### src/rtl/rs_key_conditioner_if.sv
// rs_key_conditioner_if: raw keys in, latch pulses and debounced levels out.
interface rs_key_conditioner_if;
    logic KeySet;
    logic KeyReset;
    logic S;
    logic R;
    logic SetHeld;
    logic ResetHeld;
    logic Conflict;
    modport master (output KeySet, KeyReset, input S, R, SetHeld, ResetHeld, Conflict);
    modport slave (input KeySet, KeyReset, output S, R, SetHeld, ResetHeld, Conflict);
endinterface

### src/rtl/rs_key_conditioner.sv
// rs_key_conditioner: two-key synchronizer/debouncer/press detector feeding
// reset-dominant one-cycle S/R pulses for the RS latch.
module rs_key_channel #(
    parameter int DEBOUNCE_CYCLES = 1000000,
    parameter int CNT_W = 20,
    parameter bit KEY_ACTIVE_LOW = 1'b1
) (
    input  logic Clk,
    input  logic Reset_n,
    input  logic key_i,
    output logic held_o,
    output logic qual_o
);
    localparam logic [CNT_W-1:0] LAST = CNT_W'(DEBOUNCE_CYCLES - 1);
    logic sync1_q, sync2_q, stable_q, stable_d, lvl, hit;
    logic [CNT_W-1:0] cnt_q, cnt_d;
    always_comb begin
        lvl = sync2_q ^ KEY_ACTIVE_LOW;
        hit = (lvl != stable_q) && (cnt_q == LAST);
        cnt_d = (lvl == stable_q || hit) ? '0 : cnt_q + 1'b1;
        stable_d = hit ? lvl : stable_q;
    end
    // sync FFs hold the raw released level so reset never looks like a press
    always_ff @(posedge Clk or negedge Reset_n) begin
        if (!Reset_n) begin
            sync1_q  <= KEY_ACTIVE_LOW;
            sync2_q  <= KEY_ACTIVE_LOW;
            stable_q <= 1'b0;
            cnt_q    <= '0;
        end else begin
            sync1_q  <= key_i;
            sync2_q  <= sync1_q;
            stable_q <= stable_d;
            cnt_q    <= cnt_d;
        end
    end
    assign held_o = stable_q;
    assign qual_o = hit & lvl;
endmodule

module rs_key_conditioner #(
    parameter int DEBOUNCE_CYCLES = 1000000,
    parameter int CNT_W = 20,
    parameter bit KEY_ACTIVE_LOW = 1'b1
) (
    input logic Clk,
    input logic Reset_n,
    rs_key_conditioner_if.slave bus
);
    logic qual_set, qual_reset, s_q, r_q, conflict_q, s_d, r_d, conflict_d;
    rs_key_channel #(
        .DEBOUNCE_CYCLES(DEBOUNCE_CYCLES), .CNT_W(CNT_W), .KEY_ACTIVE_LOW(KEY_ACTIVE_LOW)
    ) u_set (
        .Clk(Clk), .Reset_n(Reset_n), .key_i(bus.KeySet), .held_o(bus.SetHeld), .qual_o(qual_set)
    );
    rs_key_channel #(
        .DEBOUNCE_CYCLES(DEBOUNCE_CYCLES), .CNT_W(CNT_W), .KEY_ACTIVE_LOW(KEY_ACTIVE_LOW)
    ) u_reset (
        .Clk(Clk), .Reset_n(Reset_n), .key_i(bus.KeyReset), .held_o(bus.ResetHeld), .qual_o(qual_reset)
    );
    // reset key wins when both presses qualify together
    always_comb begin
        r_d = qual_reset;
        s_d = qual_set & ~qual_reset;
        conflict_d = qual_set & qual_reset;
    end
    always_ff @(posedge Clk or negedge Reset_n) begin
        if (!Reset_n) begin
            s_q        <= 1'b0;
            r_q        <= 1'b0;
            conflict_q <= 1'b0;
        end else begin
            s_q        <= s_d;
            r_q        <= r_d;
            conflict_q <= conflict_d;
        end
    end
    assign bus.S = s_q;
    assign bus.R = r_q;
    assign bus.Conflict = conflict_q;
endmodule

### src/flat_wrapper.sv
// flat-port wrapper written by rule: the top's interface ports become plain ports
module rs_key_conditioner_flat 
#(
    parameter int DEBOUNCE_CYCLES = 1000000,
    parameter int CNT_W = 20,
    parameter bit KEY_ACTIVE_LOW = 1'b1
)
  (Clk, Reset_n, bus_KeySet, bus_KeyReset, bus_S, bus_R, bus_SetHeld, bus_ResetHeld, bus_Conflict);
  rs_key_conditioner_if bus_i ();
  input logic Clk;
  input logic Reset_n;
  input wire logic [$bits(bus_i.KeySet)-1:0] bus_KeySet;
  input wire logic [$bits(bus_i.KeyReset)-1:0] bus_KeyReset;
  output wire logic [$bits(bus_i.S)-1:0] bus_S;
  output wire logic [$bits(bus_i.R)-1:0] bus_R;
  output wire logic [$bits(bus_i.SetHeld)-1:0] bus_SetHeld;
  output wire logic [$bits(bus_i.ResetHeld)-1:0] bus_ResetHeld;
  output wire logic [$bits(bus_i.Conflict)-1:0] bus_Conflict;
  assign bus_i.KeySet = bus_KeySet;
  assign bus_i.KeyReset = bus_KeyReset;
  assign bus_S = bus_i.S;
  assign bus_R = bus_i.R;
  assign bus_SetHeld = bus_i.SetHeld;
  assign bus_ResetHeld = bus_i.ResetHeld;
  assign bus_Conflict = bus_i.Conflict;
  rs_key_conditioner #(.DEBOUNCE_CYCLES(DEBOUNCE_CYCLES), .CNT_W(CNT_W), .KEY_ACTIVE_LOW(KEY_ACTIVE_LOW)) u_core (.Clk(Clk), .Reset_n(Reset_n), .bus(bus_i));
endmodule
### config.mk
export PLATFORM = sky130hd
export DESIGN_NAME = rs_key_conditioner_flat
export DESIGN_NICKNAME = d
export VERILOG_FILES = /design/src/rtl/rs_key_conditioner_if.sv /design/src/rtl/rs_key_conditioner.sv /design/src/flat_wrapper.sv
export SDC_FILE = /design/constraint.sdc
export NUM_CORES = 1
export LEC_CHECK = 0
export ABC_AREA = 1
export CAP_MARGIN = 20
export CORE_ASPECT_RATIO = 1.1
export CORE_MARGIN = 2
export CORE_UTILIZATION = 60
export CTS_BUF_LIST = sky130_fd_sc_hd__clkbuf_4
export CTS_CLUSTER_SIZE = 10
export DETAILED_ROUTE_END_ITERATION = 6
export GPL_ROUTABILITY_DRIVEN = 0
export PLACE_DENSITY = 0.79
export SKIP_CTS_REPAIR_TIMING = 1
export SLEW_MARGIN = 0
export SYNTH_ARGS = -nofsm -noshare
export SYNTH_HDL_FRONTEND = slang
export SYNTH_SLANG_ARGS = --single-unit
export TNS_END_PERCENT = 1
### constraint.sdc
create_clock -name Clk -period 1.6 [get_ports Clk]
set_clock_uncertainty 0.05 [all_clocks]
set_input_delay 0.16 -clock Clk [delete_from_list [all_inputs] [get_ports Clk]]
set_output_delay 0.16 -clock Clk [all_outputs]
set_load 0.02 [all_outputs]
* Yosys cells after proc, flatten, opt, wreduce, memory -nomap -nowiden *
Index checks and enable logic that the tools add are counted.

operators by class
  add/subtract/negate cells = 2
  equal/unequal tests = 6
  multiplexer cells = 2
  bitwise operators = 7
  reduce and logical (&&, ||, !) cells = 4

operators with widths
  operator                 number
  $add A20 B1 Y20 const B  2
  $eq A20 B20 Y1 const B   2
  $mux W20                 2
  $and A1 B1 Y1            4
  $not A1 Y1               3
  $eq A1 B1 Y1             2
  $logic_and A1 B1 Y1      2
  $logic_or A1 B1 Y1       2
  $ne A1 B1 Y1             2

word-level totals
  flip-flop bits (word level) = 49
  input bits = 4
  output and inout bits = 5
  logic and storage cells = 32

* Logic depth before layout (Yosys ltp) *
Gate-level depths: netlist of run 1.

  word-level depth = 6
  depth in mapped cells = 9
  gate-level depth less buffers = 9

* Hierarchy *
A second synthesis of run 1 with hierarchy kept.

unflattened totals
  cell total of the unflattened synthesis = 355
  area total of the unflattened synthesis = 2755.1 um^2

by module, submodules not included
  module              instances  cells each  area an instance (um^2)  seq. area each (um^2)
  rs_key_channel      2          174         1331.3                   578.1
  rs_key_conditioner  1          7           92.6                     75.1

* Least setup slack after synthesis of run 1 *
Ideal clock, no wire load.

  path kind = flip-flop to flip-flop
  from = register u_core.u_reset.cnt_q[0]
  to = register u_core.u_reset.cnt_q[15]
  library setup time = 0.116 ns
  data arrival time = 1.215 ns
  data required time = 1.434 ns
  slack = 0.219 ns
  stages on the path, launching flop included = 8
  path buffers = 1
  clock period less this slack = 1.381 ns
  cells stage by stage = dfrtp_1 > ha_1 > nand2_2 > nor2_4 > nand3_4 > nand2_4 > buf_6 > nor2_1

between the ends
  word-level cells in the longest chain between the ends = 4
  elaborated cells on any way between the ends = 5
  classes of those cells = add/sub: 1; eq/ne: 1; mux: 1; reduce/logical: 2

RTL lines
  element                                                                  RTL line                  text
  start: declaration                                                       rs_key_conditioner.sv:16  logic [CNT_W-1:0] cnt_q, cnt_d;
  start signal: assignment                                                 rs_key_conditioner.sv:34  cnt_q <= cnt_d;
  parallel branches: the longest is 3 deep, another holds $add A20 B1 Y20  n/a
  $mux W20 *                                                               rs_key_conditioner.sv:20  cnt_d = (lvl == stable_q || hit) ? '0 : cnt_q + 1'b1;
  net u_core.u_reset.cnt_d[15]                                             rs_key_conditioner.sv:16

Mark *: on every way through the listed nets, which the timed path passes.
A chain may end at the register's enable or synchronous reset.

* Worst setup path in the final report of run 1 *
  from = register u_core.u_reset.cnt_q[0]
  to = register u_core.u_reset.cnt_q[16]

The elaborated chain is that of the path after synthesis.

==> metrics.cfg, run 1 <==
[timing]
fmax_mhz = 657.4
period_needed_ns = 1.521
slew_violations = 0
hold_viol = 0
setup_ws_ns = 0.07884
setup_violations = 0
rsz0062_at_grt = yes
setup-tns-final_ns = 0
slew_headroom_pct = 59.76
fin_hold_ws_ns = 0.1161
max_slew.worst_pin.slew_ns = 0.5992
finalCritPeriodShare_pct = 95.07

[clock_tree]
clock-root-buffer = clkbuf_4
cts_tree = done
htree_num_levels = 2
clkLatencyLatePin_ns = 0.38
clock_sink_count = 49
cts-buffers-inserted = 5
clockBufferDepth = 2
clk_pin_slew_worst_paths_ns = 0.15

[power_and_ir_drop]
power_mw = 1.963
powerDensity_mw_per_mm2 = 679.0
p_leak_nw = 1.332
irDropWorstVdd_v = 0.0005721

[min_path]
min_from = bus_KeyReset
hold_path_class = input port to flop
hold_end = u_core.u_reset.sync1_q
holdPathStages = 1

[worst_setup_path]
rr_worst_depth = 9
r2r_start = u_core.u_reset.cnt_q[0]
critical_path.startpoint_type = flop
crit_type = flop to flop
cp_data_required_time_ns = 1.88
crit_fanout = 5
cp_data_arrival_time_ns = 1.80
r2r_slack_ns = 0.08
end_kind = flop
r2r_end = u_core.u_reset.cnt_q[16]

[global_route]
grt_usage_pct = 24.55
antenna_found_initial = 0
grt_pass1_wl_um = 8907
grt_pass1_vias = 2121
grt_overflow = 0
grt_max_degree = 50

[synthesis]
ys_types = 24
synth-main-ff-cell = dfrtp_1
syn-instance-count = 339
yosysMostFrequentCell = nor2_1
synth_area_leaders = dfrtp_1 43%, nor2_1 13%, nand2_1 11%
yosysTopAreaCellShare_pct = 42.98
synth_area_leader_cell = dfrtp_1
seq_area_frac_synth_pct = 46.99
synth_edf_count = 0
synth_seq_cells = 49
synth_nets = 345
synth_warnings = 0
synthArstFlopShare_pct = 100.0
yosys-top-cells-count = 89 x nor2_1, 79 x nand2_1, 45 x dfrtp_1
synth_area_per_cell_um2 = 7.729
synth_area_mm2 = 0.002620

[job]
maxCapViolCount = 0

[placement]
io_buffers = 8
dpl_cell_area_mm2 = 0.002783
dp.final_hpwl_um = 3896
preCtsSetupSlack_ns = 0.07939
dp.cells = 403

[finish]
design_area_mm2 = 0.002890
fin_nets = 363
diodes = 0
n_fill_cell = 358
fin_util_pct = 67.94
drive_above_1_share_pct = 10.34
stdcell_count = 412
syn_to_final_growth_pct = 10.32

[drt]
vias_per_cell = 5.201
detail_route.wl_per_cell_um = 12.76
antenna_left = 0
firstDrtPassIters = 6
drcViolationCount = 0
vias = 2143
finalWirelength_um = 5258
dr.first_iter.drc_count = 160

[die]
dieArea_mm2 = 0.004912
initial_utilization_pct = 61.59
dieWidth_um = 67.01
io_pins = 9
core_mm2 = 0.004254
die_h_um = 73.31
rows = 25

[run_status]
status = finished, final reports clean

==> worst max path at each step <==
stage	start	end	cells past startpoint
after global placement	u_core.u_reset.cnt_q[0]	u_core.u_reset.cnt_q[16]	9
final	u_core.u_reset.cnt_q[0]	u_core.u_reset.cnt_q[16]	9
after global routing	u_core.u_reset.cnt_q[0]	u_core.u_reset.cnt_q[16]	9
after CTS	u_core.u_reset.held_o	bus_ResetHeld	1
after detailed placement	u_core.u_reset.cnt_q[0]	u_core.u_reset.cnt_q[12]	7
after floorplan	u_core.u_reset.cnt_q[0]	u_core.u_reset.cnt_q[15]	7
==> flip-flops by register name, indices dropped and copies added, names as in the netlist <==
register                flops
u_core.u_reset.cnt_q       20
u_core.bus.S                1
u_core.u_set.sync1_q        1
u_core.u_reset.sync1_q      1
u_core.bus.Conflict         1
u_core.u_set.cnt_q         20
u_core.bus.R                1
u_core.u_set.sync2_q        1
u_core.u_set.held_o         1
u_core.u_reset.sync2_q      1
u_core.u_reset.held_o       1
==> cell families after synthesis <==
logic type	share of synthesized area, %
AND/OR/NAND/NOR	37.01
buffers and inverters	6.160
XOR/XNOR	6.686
adder cells (fa/ha/maj)	0.9550
AO/OA/AOI/OAI	2.197
flip-flops	46.99
==> worst max-delay path, cell delays in order (launching register included) <==
cell	delay, ns
dfrtp_1	0.44
ha_2	0.23
nand2_2	0.10
nor2_4	0.17
nand2_2	0.12
nor2_4	0.13
nand2_1	0.07
nand2_1	0.05
nand2_1	0.04
nor2_1	0.07
==> cell type report <==
type                            count  area, um2  area share [%]
Multi-Input combinational cell    251       1250           43.25
Sequential cell                    49       1231           42.60
Timing Repair Buffer               13      140.1           4.848
Inverter                           37      138.9           4.805
Tap cell                           54      67.56           2.338
Clock buffer                        5      37.54           1.299
Clock inverter                      3      25.02          0.8658
==> layout by cell type (no fill, tap or decap), types with 2 or more instances in the layout <==
cell type	netlist	layout
a21oi_1	2	2
buf_4	0	3
clkbuf_4	0	5
clkdlybuf4s50_1	0	2
dfrtp_1	45	45
dfstp_2	4	4
dlymetal6s2s_1	0	5
inv_1	36	36
nand2_1	79	78
nand2_2	3	4
nand2_8	0	2
nand3_1	23	23
nand4_1	9	9
nor2_1	89	89
nor2_2	5	5
nor2_4	4	4
o21ai_0	5	5
o21bai_1	3	3
xnor2_1	8	8
xor2_1	12	12
==> per-layer routing <==
| metal | global-route usage [%] | part of all wire [%] | wire length (um) |
|---|---|---|---|
| met1 | 26.22 | 40 | 2086 |
| met2 | 44.66 | 53 | 2785 |
| met3 | 5.513 | 3.5 | 184 |
| met4 | 12.47 | 3.8 | 201 |
| met5 | 0 | 0 | 0 |
==> where the power goes <==
part | leakage (nW) | internal (mW) | switching, mW | total [mW]
Combinational | 0.634 | 0.0308 | 0.0596 | 0.0905
Sequential | 0.666 | 1.26 | 0.0161 | 1.28
Clock | 0.0318 | 0.180 | 0.416 | 0.596
Total | 1.33 | 1.47 | 0.492 | 1.96
Power figures use the tool's default switching activity.
==> run 2, diff against run 1 <==
GPL_TIMING_DRIVEN = 0   (was default)
==> run 2 against run 1 <==
Compared with the run above:
- global-route usage decreased by 0.87 points
- non-clock buffer count increased by 2
- maximum frequency decreased by 0.22%
- design area increased by 1.2%
- critical endpoint is now bus_R
- highest routed layer unchanged
==> metrics.cfg, run 2 (synthesized netlist as in run 1, its figures left out) <==
[clock_tree]
clock-root-buffer = clkbuf_4
cts-buffers-inserted = 5  ; unchanged
cts_tree = done
clkLatencyLatePin_ns = 0.37  ; about the same
clockBufferDepth = 2  ; unchanged
clk_pin_slew_worst_paths_ns = 0.15  ; about the same
htree_num_levels = 2  ; unchanged
clock_sink_count = 49  ; unchanged

[placement]
dp.final_hpwl_um = 3825  ; -1.8%
io_buffers = 8  ; unchanged
preCtsSetupSlack_ns = -0.02335  ; -0.1027 ns

[drt]
drcViolationCount = 0  ; unchanged
vias_per_cell = 5.060  ; -2.7%
firstDrtPassIters = 5  ; -1
dr.first_iter.drc_count = 120  ; -25%
finalWirelength_um = 5137  ; -2.3%
detail_route.wl_per_cell_um = 12.41  ; -2.8%
antenna_left = 0  ; unchanged
vias = 2095  ; -2.2%

[min_path]
min_from = bus_KeySet
holdPathStages = 1  ; unchanged
hold_path_class = input port to flop
hold_end = u_core.u_set.sync1_q

[global_route]
antenna_found_initial = 0  ; unchanged
grt_usage_pct = 23.68  ; -0.87 points
grt_pass1_wl_um = 8659  ; -2.8%
grt_overflow = 0  ; unchanged
grt_max_degree = 32  ; -36%
grt_pass1_vias = 1989  ; -6.2%

[timing]
hold_viol = 0  ; unchanged
rsz0062_at_grt = yes
fin_hold_ws_ns = 0.1440  ; +0.02784 ns
slew_violations = 0  ; unchanged
slew_headroom_pct = 59.39  ; -0.37 points
setup-tns-final_ns = 0  ; unchanged
fmax_mhz = 655.9  ; -0.22%
setup_ws_ns = 0.07548  ; -0.003355 ns
max_slew.worst_pin.slew_ns = 0.6048  ; +0.005528 ns
finalCritPeriodShare_pct = 95.28  ; +0.21 points
period_needed_ns = 1.525  ; +0.003355 ns
setup_violations = 0  ; unchanged

[finish]
diodes = 0  ; unchanged
layout_common_cells = 88 x nor2_1, 78 x nand2_1, 44 x dfrtp_1
n_fill_cell = 369  ; +3.1%
layout_commonest_cell = nor2_1
fin_util_pct = 68.76  ; +0.82 points
largestRegisters = u_core.u_reset.cnt_q x20, u_core.u_set.cnt_q x20
syn_to_final_growth_pct = 11.65
fin_nets = 365  ; +0.55%
drive_above_1_share_pct = 11.67  ; +1.3 points

[worst_setup_path]
r2r_end = u_core.u_reset.cnt_q[16]
rr_worst_depth = 9  ; unchanged
r2r_start = u_core.u_reset.cnt_q[1]
crit_fanout = 1  ; -4
r2r_slack_ns = 0.08  ; about the same
cp_data_arrival_time_ns = 1.31  ; -0.49 ns
max_stage_delay_ns = 0.60  ; +0.16 ns
path_buf_inv = 1  ; +1
cp_data_required_time_ns = 1.39  ; -0.49 ns
end_kind = output pin
slowest_stage = clkdlybuf4s50_1
path_delay_family = buffers and inverters
critical_path.startpoint_type = flop
crit_type = flop to output pin
cp_cell_sequence = clkdlybuf4s50_1

[die]
rows = 25  ; unchanged
die_h_um = 73.31  ; unchanged
initial_utilization_pct = 61.59  ; unchanged
io_pins = 9  ; unchanged
core_mm2 = 0.004254  ; unchanged
dieArea_mm2 = 0.004912  ; unchanged
dieWidth_um = 67.01  ; unchanged

[power_and_ir_drop]
power_mw = 1.971  ; +0.43%
comb_power_share_pct = 5.6  ; +1.0 points
clkPwrFrac_pct = 29.7  ; -0.7 points
p_switching_mw = 0.4744  ; -3.6%
p_int_mw = 1.497  ; +1.8%
p_leak_nw = 1.288  ; -3.3%
seqPwrFrac_pct = 64.7  ; -0.3 points
p_sw_share_pct = 24.07  ; -1.0 points
powerDensity_mw_per_mm2 = 673.8  ; -0.77%
irDropWorstVdd_v = 0.0005468  ; -4.4%

[run_status]
status = finished, final reports clean

[job]
maxCapViolCount = 0  ; unchanged

run 2: stage by stage:
step / area, um2 / instances
finish: 2925 / 414
CTS: 2841 / 410
global placement: 2768 / 401
detailed placement: 2783 / 402
floorplan: 2620 / 339
global route: 2925 / 414
run 2: final cells by class:
class	instances	area, um2	area share, %
plain buffers	2	22.52	0.7699
clock buffers	6	45.04	1.540
clock inverters	2	13.76	0.4705
inverters	37	138.9	4.748
multi-input cells	251	1272	43.50
flip-flops and latches	49	1232	42.13
well taps	54	67.56	2.310
repair buffers	13	132.6	4.534
run 2: power by group through the flow:
stage / clock network [mW] / registers, mW / logic [mW]
floorplan: 0 / 1.29 / 0.0447
global placement: 0 / 1.30 / 0.0861
detailed placement: 0 / 1.30 / 0.0928
CTS: 0.617 / 1.28 / 0.0931
global route: 0.676 / 1.28 / 0.128
finish: 0.586 / 1.28 / 0.110
run 2: how the worst max path moves through the flow:
stage                                  startpoint                       end  slack (ns)  cells after the start
after floorplan           u_core.u_reset.cnt_q[0]  u_core.u_reset.cnt_q[15]        0.22                      7
after global placement                    Reset_n     u_core.u_set.cnt_q[1]       -1.04                      1
after detailed placement  u_core.u_reset.cnt_q[0]  u_core.u_reset.cnt_q[16]       -0.02                      7
after CTS                 u_core.u_reset.cnt_q[0]   u_core.u_reset.cnt_q[4]       -0.06                      7
after global routing      u_core.u_reset.cnt_q[1]   u_core.u_reset.cnt_q[4]       -0.05                      7
final                                u_core.bus.R                     bus_R        0.08                      1
run 2: per-layer routing:
layer / track usage, % / vias up / wire (um)
met3: 5.207 / 17 / 128
li1: - / 1091 / -
met4: 11.56 / 0 / 210
met1: 28.02 / 953 / 2164
met5: 0 / - / 0
met2: 40.37 / 34 / 2632
==> run 3, diff against run 2 <==
PLACE_DENSITY = default   (was 0.79)
PLACE_DENSITY_LB_ADDON = 0.25   (was default)
clock period = 1.8 ns   (was 1.6 ns; I/O delays follow)
==> run 3 against run 2 <==
Compared with the run above:
- hold slack worse by 0.0088 ns
- utilization down 1.6 points
- worst setup slack better by 0.059 ns
- total power down 10%
- largest power group unchanged
==> metrics.cfg, run 3 (synthesized netlist as in run 1, its figures left out) <==
[worst_setup_path]
path_buf_inv = 1  ; unchanged
slowest_stage = clkdlybuf4s50_1
rr_worst_depth = 7  ; -2
crit_cells = 1  ; unchanged
cp_data_required_time_ns = 1.57  ; +0.18 ns
cp_data_arrival_time_ns = 1.44  ; +0.13 ns
critical_path.startpoint_type = flop
crit_fanout = 4  ; +3
crit_type = flop to output pin
max_stage_delay_ns = 0.63  ; +0.03 ns
end_kind = output pin
cp_cell_sequence = clkdlybuf4s50_1
path_delay_family = buffers and inverters

[timing]
finalCritPeriodShare_pct = 92.54
period_needed_ns = 1.666
max_slew.worst_pin.slew_ns = 0.4504  ; -0.1543 ns
slew_headroom_pct = 69.97  ; +11 points
fmax_mhz = 600.3
hold_viol = 0  ; unchanged
rsz0062_at_grt = no
setup_violations = 0  ; unchanged
slew_violations = 0  ; unchanged
setup-tns-final_ns = 0  ; unchanged

[die]
core_mm2 = 0.004254  ; unchanged
die_h_um = 73.31  ; unchanged
initial_utilization_pct = 61.59  ; unchanged
dieWidth_um = 67.01  ; unchanged
rows = 25  ; unchanged
dieArea_mm2 = 0.004912  ; unchanged
io_pins = 9  ; unchanged

[power_and_ir_drop]
p_leak_nw = 1.229  ; -4.6%
irDropWorstVdd_v = 0.0006195  ; +13%
powerDensity_mw_per_mm2 = 618.5  ; -8.2%

[min_path]
hold_path_class = input port to flop
holdPathStages = 1  ; unchanged

[drt]
drcViolationCount = 0  ; unchanged
dr.first_iter.drc_count = 140  ; +17%
detail_route.wl_per_cell_um = 12.28  ; -1.0%
vias = 2079  ; -0.76%
vias_per_cell = 5.058  ; about the same
firstDrtPassIters = 4  ; -1
antenna_left = 0  ; unchanged
finalWirelength_um = 5048  ; -1.7%

[finish]
layout_commonest_cell = nor2_1
largestRegisters = u_core.u_reset.cnt_q x20, u_core.u_set.cnt_q x20
stdcell_count = 411  ; -0.72%
syn_to_final_growth_pct = 9.026
n_fill_cell = 382  ; +3.5%
diodes = 0  ; unchanged
drive_above_1_share_pct = 9.524  ; -2.1 points
regArea_mm2 = 0.001231  ; -0.10%
multi_input_area_mm2 = 0.001227  ; -3.5%
layout_common_cells = 89 x nor2_1, 79 x nand2_1, 45 x dfrtp_1
fin_nets = 362  ; -0.82%

[clock_tree]
cts-buffers-inserted = 5  ; unchanged
clk_pin_slew_worst_paths_ns = 0.16  ; about the same
clockBufferDepth = 2  ; unchanged
clkLatencyLatePin_ns = 0.38  ; about the same
clock_sink_count = 49  ; unchanged
clock-root-buffer = clkbuf_4
cts_tree = done
htree_num_levels = 2  ; unchanged

[job]
maxCapViolCount = 0  ; unchanged

[placement]
dp.cells = 402  ; unchanged
io_buffers = 8  ; unchanged
dp.final_hpwl_um = 3883  ; +1.5%

[global_route]
antenna_found_initial = 0  ; unchanged
grt_usage_pct = 23.43  ; -0.25 points
grt_max_degree = 32  ; unchanged
grt_pass1_vias = 1975  ; -0.70%
grt_pass1_wl_um = 8652  ; about the same
grt_overflow = 0  ; unchanged

[run_status]
status = finished, final reports clean

run 3: layout make-up:
| cell class | instances | area share, % |
|---|---|---|
| buffer | 2 | 0.7884 |
| clock buffer | 5 | 1.314 |
| clock inverter | 3 | 0.9198 |
| inverter | 37 | 4.862 |
| multi-input combinational | 251 | 42.97 |
| sequential | 49 | 43.10 |
| tap | 54 | 2.365 |
| timing repair buffer | 10 | 3.679 |
run 3: metrics by stage:
step | worst slack (ns) | util (%) | power [mW] | hold WS (ns) | area (um2)
detailed placement | 0.1798 | 65.41 | 1.236 | 0.09943 | 2783
finish | 0.1342 | 67.15 | 1.767 | 0.1352 | 2856
global route | 0.05538 | 67.15 | 1.840 | 0.1211 | 2856
CTS | 0.1192 | 66.91 | 1.778 | -0.3329 | 2846
floorplan | 0.4194 | - | 1.191 | -0.1656 | 2620
global placement | -0.8544 | 65.06 | 1.229 | 0.2958 | 2768
run 3: final timing paths:
kind	from	to	slack (ns)
max reg2reg	u_core.u_reset.cnt_q[0]	u_core.u_reset.cnt_q[15]	0.16
max in group asynchronous	Reset_n	u_core.u_set.sync1_q	0.91
min reg2reg	u_core.u_set.sync1_q	u_core.u_set.sync2_q	0.32
max	u_core.u_reset.held_o	bus_ResetHeld	0.13
min	bus_KeyReset	u_core.u_reset.sync1_q	0.14
min in group asynchronous	Reset_n	u_core.u_reset.cnt_q[11]	0.20
run 3: layer usage:
layer | GRT usage (%) | wire length [um] | vias up
met4 | 9.751 | 159 | 0
met1 | 27.35 | 2136 | 947
li1 | - | - | 1080
met3 | 4.594 | 139 | 13
met2 | 41.58 | 2613 | 39
met5 | 0 | 0 | -
run 3: power by group:
| part | internal [mW] | switching (mW) | leakage (nW) |
|---|---|---|---|
| Clock | 0.162 | 0.389 | 0.0293 |
| Combinational | 0.0284 | 0.0532 | 0.534 |
| Sequential | 1.12 | 0.0144 | 0.666 |
